--- config.mk ---
export PLATFORM = sky130hd
export DESIGN_NAME = node_fifo_bank
export DESIGN_NICKNAME = d
export VERILOG_FILES = /design/src/rtl/nn_pkg.sv /design/src/rtl/node_fifo.sv /design/src/rtl/node_fifo_bank.sv
export SDC_FILE = /design/constraint.sdc
export NUM_CORES = 1
export LEC_CHECK = 0
export CORE_MARGIN = 8
export CORE_UTILIZATION = 55
export CTS_CLUSTER_DIAMETER = 40
export DETAILED_ROUTE_END_ITERATION = 12
export PLACE_DENSITY_LB_ADDON = 0.15
export REMOVE_ABC_BUFFERS = 1
export SETUP_SLACK_MARGIN = 0.2
export SLEW_MARGIN = 20
export SYNTH_ARGS = -nofsm -noshare
export SYNTH_HDL_FRONTEND = slang
export SYNTH_SLANG_ARGS = --single-unit
--- constraint.sdc ---
create_clock -name clk -period 4 [get_ports clk]
set_clock_uncertainty 0.1 [all_clocks]
set_input_delay 0.6 -clock clk [delete_from_list [all_inputs] [get_ports clk]]
set_output_delay 0.6 -clock clk [all_outputs]
set_load 0.01 [all_outputs]
--- src/rtl/nn_pkg.sv ---
// Shared defaults for the address arbiter, the node FIFO bank and the node datapath.
package nn_pkg;

    localparam int unsigned NN_DATA_WIDTH = 16;
    localparam int unsigned NN_NUM_NODES  = 4;
    localparam int unsigned NN_ADDR_WIDTH = 10;

endpackage

--- src/rtl/node_fifo.sv ---
// Single synchronous FIFO with occupancy count, registered read port and error pulses.
module node_fifo
    import nn_pkg::*;
#(
    parameter int unsigned DATA_WIDTH = NN_DATA_WIDTH,
    parameter int unsigned DEPTH      = 8,
    localparam int unsigned PW        = $clog2(DEPTH)
) (
    input  logic                  clk,
    input  logic                  rst,
    input  logic                  wr,
    input  logic [DATA_WIDTH-1:0] wr_data,
    input  logic                  rd,
    output logic [DATA_WIDTH-1:0] rd_data,
    output logic                  rd_valid,
    output logic [PW:0]           count,
    output logic                  empty,
    output logic                  overflow,
    output logic                  underflow
);

    logic [DATA_WIDTH-1:0] mem_q [DEPTH];
    logic [PW-1:0]         wr_ptr_q, rd_ptr_q;
    logic [PW:0]           count_q, count_d;
    logic [DATA_WIDTH-1:0] rd_data_q;
    logic                  rd_valid_q;
    logic                  is_empty, is_full, do_rd, do_wr;

    assign is_empty = (count_q == '0);
    assign is_full  = (count_q == (PW+1)'(DEPTH));
    assign do_rd    = rd && !is_empty;
    // A same-cycle pop frees a slot, so a write to a full FIFO still lands.
    assign do_wr    = wr && (!is_full || do_rd);

    always_comb begin
        count_d = count_q;
        unique case ({do_wr, do_rd})
            2'b10:   count_d = count_q + 1'b1;
            2'b01:   count_d = count_q - 1'b1;
            default: count_d = count_q;
        endcase
    end

    always_ff @(posedge clk or negedge rst) begin
        if (!rst) begin
            wr_ptr_q   <= '0;
            rd_ptr_q   <= '0;
            count_q    <= '0;
            rd_data_q  <= '0;
            rd_valid_q <= 1'b0;
        end else begin
            count_q    <= count_d;
            rd_valid_q <= do_rd;
            if (do_wr) wr_ptr_q <= wr_ptr_q + 1'b1;
            if (do_rd) begin
                rd_ptr_q  <= rd_ptr_q + 1'b1;
                rd_data_q <= mem_q[rd_ptr_q];
            end
        end
    end

    always_ff @(posedge clk) begin
        if (do_wr) mem_q[wr_ptr_q] <= wr_data;
    end

    assign rd_data   = rd_data_q;
    assign rd_valid  = rd_valid_q;
    assign count     = count_q;
    assign empty     = is_empty;
    assign overflow  = wr && !do_wr;
    assign underflow = rd && is_empty;

endmodule

--- src/rtl/node_fifo_bank.sv ---
// Per-node buffering behind the address arbiter: latency alignment, credit-safe full, drain status.
module node_fifo_bank
    import nn_pkg::*;
#(
    parameter int unsigned NUM_NODES  = NN_NUM_NODES,
    parameter int unsigned DATA_WIDTH = NN_DATA_WIDTH,
    parameter int unsigned DEPTH      = 8,
    parameter int unsigned RD_LATENCY = 1
) (
    input  logic                            clk,
    input  logic                            rst,
    input  logic                            fetch_en,
    input  logic [NUM_NODES-1:0]            wr_en,
    input  logic                            all_done,
    input  logic [DATA_WIDTH-1:0]           mem_data,
    output logic                            full,
    input  logic [NUM_NODES-1:0]            rd_en,
    output logic [NUM_NODES*DATA_WIDTH-1:0] rd_data,
    output logic [NUM_NODES-1:0]            rd_valid,
    output logic [NUM_NODES-1:0]            empty,
    output logic                            drain_done,
    output logic                            overflow_err,
    output logic                            underflow_err
);

    localparam int unsigned IW = $clog2(RD_LATENCY + 2);
    localparam int unsigned CW = $clog2(DEPTH) + 1;
    localparam int unsigned RW = CW + 1;

    logic [NUM_NODES-1:0] pipe_q [RD_LATENCY];
    logic [NUM_NODES-1:0] issue, pipe_out;
    logic [IW-1:0]        inflight_q [NUM_NODES];
    logic [IW-1:0]        inflight_d [NUM_NODES];
    logic [CW-1:0]        count [NUM_NODES];
    logic [NUM_NODES-1:0] ovf, unf;
    logic                 ovf_q, unf_q, drain_q;
    logic                 drain_d;

    assign issue    = fetch_en ? wr_en : '0;
    assign pipe_out = pipe_q[RD_LATENCY-1];

    always_ff @(posedge clk or negedge rst) begin
        if (!rst) begin
            for (int k = 0; k < RD_LATENCY; k++) pipe_q[k] <= '0;
        end else begin
            pipe_q[0] <= issue;
            for (int k = 1; k < RD_LATENCY; k++) pipe_q[k] <= pipe_q[k-1];
        end
    end

    always_comb begin
        for (int i = 0; i < NUM_NODES; i++) begin
            inflight_d[i] = inflight_q[i];
            unique case ({issue[i], pipe_out[i]})
                2'b10:   inflight_d[i] = inflight_q[i] + 1'b1;
                2'b01:   inflight_d[i] = inflight_q[i] - 1'b1;
                default: inflight_d[i] = inflight_q[i];
            endcase
        end
    end

    // Threshold of DEPTH-1 leaves room for the arbiter's one blind issue after full rises.
    always_comb begin
        full = 1'b0;
        for (int i = 0; i < NUM_NODES; i++) begin
            if ((RW'(count[i]) + RW'(inflight_q[i])) >= RW'(DEPTH - 1)) full = 1'b1;
        end
    end

    always_comb begin
        drain_d = all_done && (&empty);
        for (int i = 0; i < NUM_NODES; i++) begin
            if (inflight_q[i] != '0) drain_d = 1'b0;
        end
    end

    always_ff @(posedge clk or negedge rst) begin
        if (!rst) begin
            for (int i = 0; i < NUM_NODES; i++) inflight_q[i] <= '0;
            ovf_q   <= 1'b0;
            unf_q   <= 1'b0;
            drain_q <= 1'b0;
        end else begin
            for (int i = 0; i < NUM_NODES; i++) inflight_q[i] <= inflight_d[i];
            ovf_q   <= ovf_q | (|ovf);
            unf_q   <= unf_q | (|unf);
            drain_q <= drain_d;
        end
    end

    for (genvar g = 0; g < NUM_NODES; g++) begin : g_fifo
        node_fifo #(
            .DATA_WIDTH (DATA_WIDTH),
            .DEPTH      (DEPTH)
        ) u_fifo (
            .clk       (clk),
            .rst       (rst),
            .wr        (pipe_out[g]),
            .wr_data   (mem_data),
            .rd        (rd_en[g]),
            .rd_data   (rd_data[g*DATA_WIDTH +: DATA_WIDTH]),
            .rd_valid  (rd_valid[g]),
            .count     (count[g]),
            .empty     (empty[g]),
            .overflow  (ovf[g]),
            .underflow (unf[g])
        );
    end

    assign drain_done    = drain_q;
    assign overflow_err  = ovf_q;
    assign underflow_err = unf_q;

endmodule

==> summary.txt, run 1 <==
Run status
  • Status: complete, no violations

Critical path
  • Kind of critical path: register to primary output
  • Setup crit start kind: register
  • Setup crit end kind: primary output
  • R2r worst-path depth: 7
  • CP Data Arrival Time: 2950 ps
  • WP data required: 3300 ps
  • Worst Path Max Fanout: 4

STA
  • Pins Over Slew Limit: 0
  • Min Tclk post-route: 3650 ps
  • Tcrit/Tclk final: 91.2%
  • Fmax achieved: ~0.27 GHz
  • Slew margin rel.: 23.8%
  • Final hold vios: 0
  • Setup violations, final: 0
  • Least-Margin Pin Slew: between 1000 and 1500 ps
  • Setup TNS: 0 ps
  • Unrepaired setup endpoints after global routing: no

Logic synthesis
  • Netlist cell types: 51
  • Synth Area per Inst: 18.6 um^2
  • Yosys top cell by area: edfxtp_1
  • YS warnings: 0
  • Async S/R FF share, synth: 19.4%
  • Synthesized cell area: 25300 um^2
  • Yosys reg bits: 635
  • Post-synthesis sequential area ratio: 73.0%
  • Synth area leaders: edfxtp_1 (61%), dfrtp_1 (12%), mux4_2 (11%)
  • Top-count cell post-synth: edfxtp_1
  • Most frequent cells after synthesis: edfxtp_1 (512), mux4_2 (128), dfrtp_1 (123), nand2_1 (107), o21ai_0 (72)
  • Mapped Cells: 1357
  • EDFF count, synth: 512
  • Share of the synthesized area in the top cell type: a little over 60%
  • Synth Flop Type: edfxtp_1

Cells and area
  • Fraction of layout cells with a size suffix above 1: 23.5%
  • Nets@finish: between 1.5k and 2k
  • Area grow syn2layout: 18.7%
  • Layout Utilization: 66.2%
  • Design Area, Final: 30000 um^2
  • N_diodes: 0

Floorplanning
  • DIE AREA: about 53000 um^2
  • Core area: 45400 um^2
  • Die X: 230 um
  • Die height: ~230 um
  • Rows: 78
  • IO Pins: 104
  • Initial Utilization: a little under three fifths

Min path
  • Worst hold path class: register to register
  • Hold Path Stages: 2

Clock network
  • CTS H-tree depth: 3
  • Clk_lat worst skew: roughly 620 ps
  • CTS tree: done
  • Number of buffers created by CTS: 83
  • Max clock buf depth: 3
  • Clock net sink count: 635
  • CTS root buffer: clkbuf_16
  • Setup Buffers After CTS: 0
  • CTS clk-pin slew, worst paths: 50 ps

GRT
  • First-pass GRT wire length: 78.9 mm
  • Congestion Overflow GR: 0
  • Largest net degree at the start of global routing: 78
  • Initial antenna violation count: 0
  • Vias in the first global route: 13.4k
  • GRT Resource Usage Total: about a fifth

Drt
  • Met3 WL post-DR: 2.69 mm
  • Total Routed Length: 51.3 mm
  • Initial detailed-routing violation count: 978
  • First-pass iteration count of the detailed router: 5
  • Vias per Instance: 5.77
  • Top routing layer in use: met4
  • Met2 WL: 25.5 mm
  • DRT antenna net count: 0
  • Vias: 12.7k
  • Wire length on met1: 21.9 mm
  • DRC errors left: 0
  • DR WL/cell: 23.3 um

Power and ir drop
  • Peak VDD IR: 526 uV
  • Leakage: about 11 nW
  • Cell Pwr Density: 751 nW/um^2

Placement
  • Final HPWL DP: ~29 mm
  • Placed instance area: 27100 um^2
  • GPL Wtd Cong: 0.783
  • # port buffers: 103

Run
  • Max_cap viols: 0
## metal layers
layer	vias up	GRT usage [%]
met5	-	0
met4	0	5.80
met3	88	4.15
met2	337	32.4
met1	6593	26.0
li1	5682	-
## worst paths after layout
check	start	endpoint	slack (ps)
worst max-delay path	inflight_q[6]$_DFFE_PN0P_	full	350
worst min-delay path	g_fifo[3].u_fifo.rd_data[1]$_DFFE_PN0P_	g_fifo[3].u_fifo.rd_data[1]$_DFFE_PN0P_	380
worst max register to register	g_fifo[1].u_fifo.count[1]$_DFFE_PN0P_	g_fifo[1].u_fifo.count[3]$_DFFE_PN0P_	1370
worst min register to register	g_fifo[3].u_fifo.rd_data[1]$_DFFE_PN0P_	g_fifo[3].u_fifo.rd_data[1]$_DFFE_PN0P_	380
max in group asynchronous	rst	g_fifo[1].u_fifo.count[0]$_DFFE_PN0P_	2340
min in group asynchronous	rst	g_fifo[3].u_fifo.rd_ptr_q[2]$_DFFE_PN0P_	510
## worst max-delay path: stages, from the launching register on
cell and delay, ps:
dfrtp_1 450, ha_1 260, fa_1 400, xor2_1 160, nand3_1 140, nand4_1 100, or4_1 520, dlygate4sd2_1 310
## power breakdown
| group | internal [mW] | leakage (nW) | switching [mW] | total [mW] |
|---|---|---|---|---|
| Sequential | 8.16 | 6.10 | 1.39 | 9.55 |
| Combinational | 2.99 | 3.14 | 2.38 | 5.37 |
| Clock | 4.75 | 1.41 | 2.87 | 7.62 |
## final cells by class
cell class	count	area, um^2
Sequential cell	635	18500
Fill cell	3030	15400
Multi-Input combinational cell	622	6360
Clock buffer	105	2270
Timing Repair Buffer	163	1430
Tap cell	600	751
Clock inverter	51	639
Inverter	26	97.6
## flip-flops by register name, summed over array words and instances, names as in the netlist
register and cells:
overflow_err 1, g_fifo.u_fifo.rd_valid 4, g_fifo.u_fifo.rd_data 64, g_fifo.u_fifo.mem_q 512
underflow_err 1, pipe_out 4, inflight_q 8, g_fifo.u_fifo.count 16
drain_done 1, g_fifo.u_fifo.rd_ptr_q 12, g_fifo.u_fifo.wr_ptr_q 12
## what timing repair did
action,4_1_cts,5_1_grt
hold endpoints to repair,75,0
resized for setup,4,0
endpoints found under the setup margin,1,0
hold buffers,1,0
## cells in the final DEF (no fill, tap or decap), drive strengths merged, types with 3 or more instances in the layout
cell	count
ha	28
a31oi	3
nor2b	7
o21bai	4
mux2i	67
clkinvlp	6
inv	43
dfrtp	123
a211o	3
o21ai	74
or4	3
nor3	15
clkdlybuf4s50	90
xnor2	22
mux4	128
o211ai	5
nand4	3
buf	71
fa	8
nor4	6
clkbuf	105
nand2b	16
o21a	4
clkinv	18
a21oi	15
or3	3
nand3	9
mux2	5
nand2	107
a21o	5
xor2	18
bufinv	10
o41ai	4
edfxtp	512
nor2	41
## stage by stage
step	hold WS (ps)	power, mW	setup slack (ps)	instances
after floorplan	204	12.8	804	1283
after global placement	364	15.0	803	2045
after detailed placement	371	15.2	637	2045
after CTS	383	22.8	351	2202
after global routing	401	23.6	275	2202
final	377	22.5	353	2202
## cell families after synthesis
logic type | after synthesis | share of synthesized area [%]
compound gates | 130 | 3.40
xor+xnor | 40 | 1.39
fa+ha+maj | 36 | 2.02
buf+inv | 100 | 2.04
flops | 635 | 73.0
mux | 200 | 14.3
simple gates | 216 | 3.90
No activity file was read; power rests on OpenSTA's default activity.
==> inputs of run 2 (changes only) <==
--- a/config.mk
+++ b/config.mk
@@ -9,9 +9,10 @@
 export CORE_UTILIZATION = 55
 export CTS_CLUSTER_DIAMETER = 40
 export DETAILED_ROUTE_END_ITERATION = 12
-export PLACE_DENSITY_LB_ADDON = 0.15
+export PLACE_DENSITY = 0.83
 export REMOVE_ABC_BUFFERS = 1
 export SETUP_SLACK_MARGIN = 0.2
+export SKIP_LAST_GASP = 1
 export SLEW_MARGIN = 20
 export SYNTH_ARGS = -nofsm -noshare
 export SYNTH_HDL_FRONTEND = slang
==> run 2 against run 1 <==
Against the previous run: the flow now finishes with violations (hold timing); maximum frequency is essentially flat; setup slack better by 2.6 ps; cell area decreased by 1.0%; sequential power barely moved; wire length increased by 7.7%; critical path type unchanged; largest cell class unchanged; largest power group unchanged.
==> summary.txt, run 2 (synthesis gave the netlist of run 1 again) <==
Floorplanning
  • DIE AREA: 53100 um^2
  • Die height: between 200 and 250 um
  • Rows: 78
  • Initial Utilization: 55.7%
  • Core area: 45400 um^2
  • IO Pins: 104
  • Die X: 230 um

Critical path
  • Worst Path Max Fanout: 9
  • Kind of critical path: register to primary output
  • Critical path's slowest cell: or4_1
  • R2r worst-path depth: 7
  • CP delay by family, top: simple AND/OR/NAND/NOR gates
  • Worst path bufs/invs: 1
  • Biggest cell delay along the critical path: 520 ps
  • WP depth: 7
  • Setup crit end kind: primary output
  • Cell Chain, Critical Path: ha_1 > fa_1 > xor2_1 > nand3_1 > nand4_1 > or4_1 > dlygate4sd2_1
  • Setup crit start kind: register
  • WP data required: approximately 3300 ps
  • CP Data Arrival Time: 2940 ps

Cells and area
  • Max reg flops: 512
  • Commonest non-fill, non-tap cell in the layout: edfxtp_1
  • Register with the most flip-flops: g_fifo.u_fifo.mem_q
  • Nets@finish: 1581
  • Layout Utilization: 65.5%
  • Area grow syn2layout: 17.5%
  • Most frequent cells in the layout: edfxtp_1 (512), mux4_2 (128), dfrtp_1 (115), nand2_1 (107), clkdlybuf4s50_1 (86)
  • Fillers: 2872
  • Fraction of layout cells with a size suffix above 1: 22.6%
  • N_diodes: 0

Clock network
  • CTS H-tree depth: 3
  • Setup Buffers After CTS: 0
  • Clock net sink count: between 600 and 700
  • CTS clk-pin slew, worst paths: 50 ps
  • Number of buffers created by CTS: 78
  • CTS tree: done
  • Post-CTS Resized: 3
  • Hold_buf cts: 0
  • Max clock buf depth: 3
  • CTS root buffer: clkbuf_16
  • Clk_lat worst skew: 610 ps

GRT
  • Congestion Overflow GR: 0
  • Initial antenna violation count: 0
  • Vias in the first global route: 14.0k
  • First-pass GRT wire length: 84.1 mm
  • GRT Resource Usage Total: 20.9%
  • Largest net degree at the start of global routing: between 100 and 150

STA
  • Final hold vios: 14
  • Fmax achieved: 0.274 GHz
  • Setup violations, final: 0
  • Min Tclk post-route: ~3600 ps
  • Pins Over Slew Limit: 0
  • Least-Margin Pin Slew: 1130 ps
  • Slew margin rel.: 24.5%
  • Hold slack: -11.5 ps
  • Setup TNS: 0 ps
  • Tcrit/Tclk final: 91.1%
  • Unrepaired setup endpoints after global routing: no

Run status
  • Failing checks: hold timing
  • Status: finished, violations left

Drt
  • Initial detailed-routing violation count: 1238
  • DRT antenna net count: 0
  • DRC errors left: 0
  • Vias per Instance: 6.05
  • Vias: between 10k and 15k
  • First-pass iteration count of the detailed router: 5
  • Total Routed Length: 55.3 mm
  • DR WL/cell: 25.3 um

Placement
  • Final HPWL DP: 29.7 mm
  • # port buffers: 103
  • GPL Wtd Cong: 0.779

Power and ir drop
  • Peak VDD IR: 468 uV
  • Cell Pwr Density: 750 nW/um^2
  • Leakage: 10.5 nW

Min path
  • Worst hold path class: input port to asynchronous set/reset pin

Run
  • Max_cap viols: 0
run 2: per-stage QoR:
step	setup WS, ps	std cells	total power [mW]	instance area, um^2	hold slack (ps)
final	355	2183	22.3	29700	-11.5
after global routing	238	2183	23.3	29700	67.7
after detailed placement	689	2037	15.2	27100	371
after CTS	326	2183	22.5	29800	59.6
after global placement	816	2037	14.9	27100	365
after floorplan	804	1283	12.8	24900	204
run 2: worst paths after layout:
| check | slack (ps) | endpoint | startpoint |
|---|---|---|---|
| worst max-delay path | 360 | full | g_fifo[1].u_fifo.count[0]$_DFFE_PN0P_ |
| worst min-delay path | -10 | g_fifo[3].u_fifo.rd_valid$_DFF_PN0_ | rst |
| worst max register to register | 1370 | g_fifo[2].u_fifo.count[3]$_DFFE_PN0P_ | g_fifo[2].u_fifo.count[1]$_DFFE_PN0P_ |
| worst min register to register | 380 | g_fifo[0].u_fifo.rd_data[7]$_DFFE_PN0P_ | g_fifo[0].u_fifo.rd_data[7]$_DFFE_PN0P_ |
| max in group asynchronous | 2940 | g_fifo[2].u_fifo.rd_ptr_q[0]$_DFFE_PN0P_ | rst |
| min in group clk | 380 | g_fifo[0].u_fifo.rd_data[7]$_DFFE_PN0P_ | g_fifo[0].u_fifo.rd_data[7]$_DFFE_PN0P_ |
run 2: area by class of cell:
cell class / instances / area [um^2] / share of cell area (%)
sequential: 635 / 18500 / 62.1
timing repair buffer: 154 / 1340 / 4.51
inverter: 26 / 97.6 / 0.328
clock buffer: 86 / 2010 / 6.77
multi-input combinational: 622 / 6360 / 21.4
clock inverter: 60 / 683 / 2.30
tap: 600 / 751 / 2.53
run 2: layer usage:
metal | share of wire [%] | GRT usage, % | vias up
li1 | - | - | 5635
met1 | 38 | 26.5 | 6810
met2 | 51 | 35.0 | 630
met3 | 8.2 | 5.22 | 126
met4 | 3.1 | 7.48 | 0
met5 | 0 | 0 | -
run 2: power by group:
part	total [mW]	internal (mW)	switching, mW
logic	5.56	2.99	2.57
registers	9.54	8.16	1.38
clock network	7.19	4.31	2.88
total	22.3	15.5	6.83
==> inputs of run 3 (changes only) <==
--- a/config.mk
+++ b/config.mk
@@ -13,7 +13,7 @@
 export REMOVE_ABC_BUFFERS = 1
 export SETUP_SLACK_MARGIN = 0.2
 export SKIP_LAST_GASP = 1
-export SLEW_MARGIN = 20
+export SLEW_MARGIN = 30
 export SYNTH_ARGS = -nofsm -noshare
 export SYNTH_HDL_FRONTEND = slang
 export SYNTH_SLANG_ARGS = --single-unit
==> run 3 against run 2 <==
Against the previous run: the flow now finishes without violations; global-route usage is essentially flat; critical path type unchanged; hold slack improved by 340 ps; sequential share of layout area is 0.17 points lower; wire length up 0.26%; largest power group unchanged; maximum frequency shrank 0.19%; sequential power barely moved.
==> summary.txt, run 3 (synthesis gave the netlist of run 1 again) <==
Drt
  • DR WL/cell: 25.4 um
  • DRT antenna net count: 0
  • DRC errors left: 0
  • First-pass iteration count of the detailed router: 5
  • Total Routed Length: 55.4 mm
  • Initial detailed-routing violation count: roughly 1.3k
  • Vias: 13.2k
  • Vias per Instance: 6.04

Cells and area
  • Register with the most flip-flops: g_fifo.u_fifo.mem_q
  • Nets@finish: 1582
  • Most frequent cells in the layout: edfxtp_1 (512), mux4_2 (128), dfrtp_1 (112), nand2_1 (107), clkdlybuf4s50_1 (86)
  • Max reg flops: 512
  • Fraction of layout cells with a size suffix above 1: 22.8%
  • Layout Utilization: 65.7%
  • Area grow syn2layout: 17.8%
  • Design Area, Final: 29800 um^2
  • Commonest non-fill, non-tap cell in the layout: edfxtp_1
  • N_diodes: 0

Critical path
  • Critical path's slowest cell: or4_1
  • Setup crit end kind: primary output
  • Worst setup path startpoint: g_fifo[1].u_fifo.count[0]$_DFFE_PN0P_
  • Setup crit start kind: register
  • Cell Chain, Critical Path: ha_1 > fa_1 > xor2_1 > nand3_1 > nand4_1 > or4_1 > dlygate4sd2_1
  • Biggest cell delay along the critical path: 520 ps
  • Worst reg2reg path startpoint: g_fifo[2].u_fifo.count[1]$_DFFE_PN0P_
  • CP Data Arrival Time: 2950 ps
  • WP data required: between 3000 and 4000 ps
  • Kind of critical path: register to primary output
  • Worst Path Max Fanout: 9

Clock network
  • CTS root buffer: clkbuf_16
  • CTS H-tree depth: 3
  • Number of buffers created by CTS: 77
  • CTS tree: done
  • Setup Buffers After CTS: 0
  • Clock net sink count: between 600 and 700
  • Max clock buf depth: 3
  • CTS clk-pin slew, worst paths: 60 ps
  • Clk_lat worst skew: just over 600 ps

STA
  • Least-Margin Pin Slew: slightly below 900 ps
  • Fmax achieved: 0.274 GHz
  • Pins Over Slew Limit: 0
  • Tcrit/Tclk final: between 90% and 100%
  • Unrepaired setup endpoints after global routing: no
  • Setup TNS: 0 ps
  • Final hold vios: 0
  • Setup violations, final: 0
  • Slew margin rel.: about two fifths
  • Hold slack: 332 ps
  • Min Tclk post-route: between 3000 and 4000 ps

Run
  • Max_cap viols: 0

Power and ir drop
  • Cell Pwr Density: 752 nW/um^2
  • Peak VDD IR: about 560 uV
  • Leakage: 10.5 nW

Placement
  • # port buffers: 103
  • Final HPWL DP: 29.7 mm
  • GPL Wtd Cong: a little under 0.8
  • Placed instance area: 27000 um^2

GRT
  • Largest net degree at the start of global routing: 102
  • First-pass GRT wire length: 83.8 mm
  • Initial antenna violation count: 1
  • Vias in the first global route: 13.9k
  • Congestion Overflow GR: 0
  • GRT Resource Usage Total: 20.9%

Floorplanning
  • DIE AREA: between 50000 and 60000 um^2
  • Core area: 45400 um^2
  • Rows: 78
  • IO Pins: 104
  • Initial Utilization: 55.7%
  • Die height: 230 um
  • Die X: between 200 and 250 um

Min path
  • Worst hold path class: input port to asynchronous set/reset pin

Run status
  • Status: complete, no violations
[run 3: cell count changes in the layout (fill, tap and decap cells not counted), sizes merged]
cell	previous run	this run
buf	66	67
bufinv	9	10
clkbuf	87	96
clkinv	31	16
clkinvlp	7	6
dlygate4sd3	0	1
inv	39	42
[run 3: stage by stage]
stage	cells	power, mW	worst slack (ps)
4_1_cts	2180	22.6	324
3_5_place_dp	2037	15.1	673
3_3_place_gp	2037	14.9	816
5_1_grt	2182	23.4	249
2_1_floorplan	1283	12.8	804
6_report	2182	22.4	349
[run 3: final cells by class]
class | instances | area (um^2)
clock buffer | 95 | 2070
multi-input combinational | 622 | 6360
sequential | 635 | 18500
timing repair buffer | 156 | 1380
clock inverter | 48 | 678
tap | 600 | 751
fill | 2865 | 15600
inverter | 26 | 97.6
[run 3: path summary, 6_finish.rpt]
path                       cells past startpoint                                  endpoint  slack (ps)
max in group asynchronous                      3  g_fifo[0].u_fifo.rd_ptr_q[0]$_DFFE_PN0P_        2720
hold / removal                                 2   g_fifo[3].u_fifo.rd_data[8]$_DFFE_PN0P_         330
setup reg to reg                               7     g_fifo[2].u_fifo.count[3]$_DFFE_PN0P_        1360
setup / recovery                               7                                      full         350
hold reg to reg                                2   g_fifo[0].u_fifo.rd_data[4]$_DFFE_PN0P_         380
min in group clk                               2   g_fifo[0].u_fifo.rd_data[4]$_DFFE_PN0P_         380
[run 3: routing by layer]
layer  vias to the layer above  part of all wire [%]  routed length, um  track usage (%)
li1                       5634                     -                  -                -
met1                      6780                    39              21500             27.2
met2                       613                    50              27700             34.6
met3                       149                   7.5               4130             4.06
met4                         0                   3.7               2040             8.28
met5                         -                     0                  0                0
[run 3: timing repair]
action | CTS | global route
endpoints found under the setup margin | 1 | 0
endpoints found under the hold margin | 0 | 23
resized for setup | 3 | 0
hold buffers | 0 | 1
[run 3: critical path: cells and delay by family, from the launching register on]
kind	cells	cell delay, ps
xor gates and xnor gates	1	170
buffers and inverters	1	310
and+or+nand+nor	3	730
adders and majority gates	2	660
DFF	1	480
[run 3: power breakdown]
part / internal, mW / switching (mW)
Sequential: 8.17 / 1.37
Clock: 4.44 / 2.90
Combinational: 2.98 / 2.56
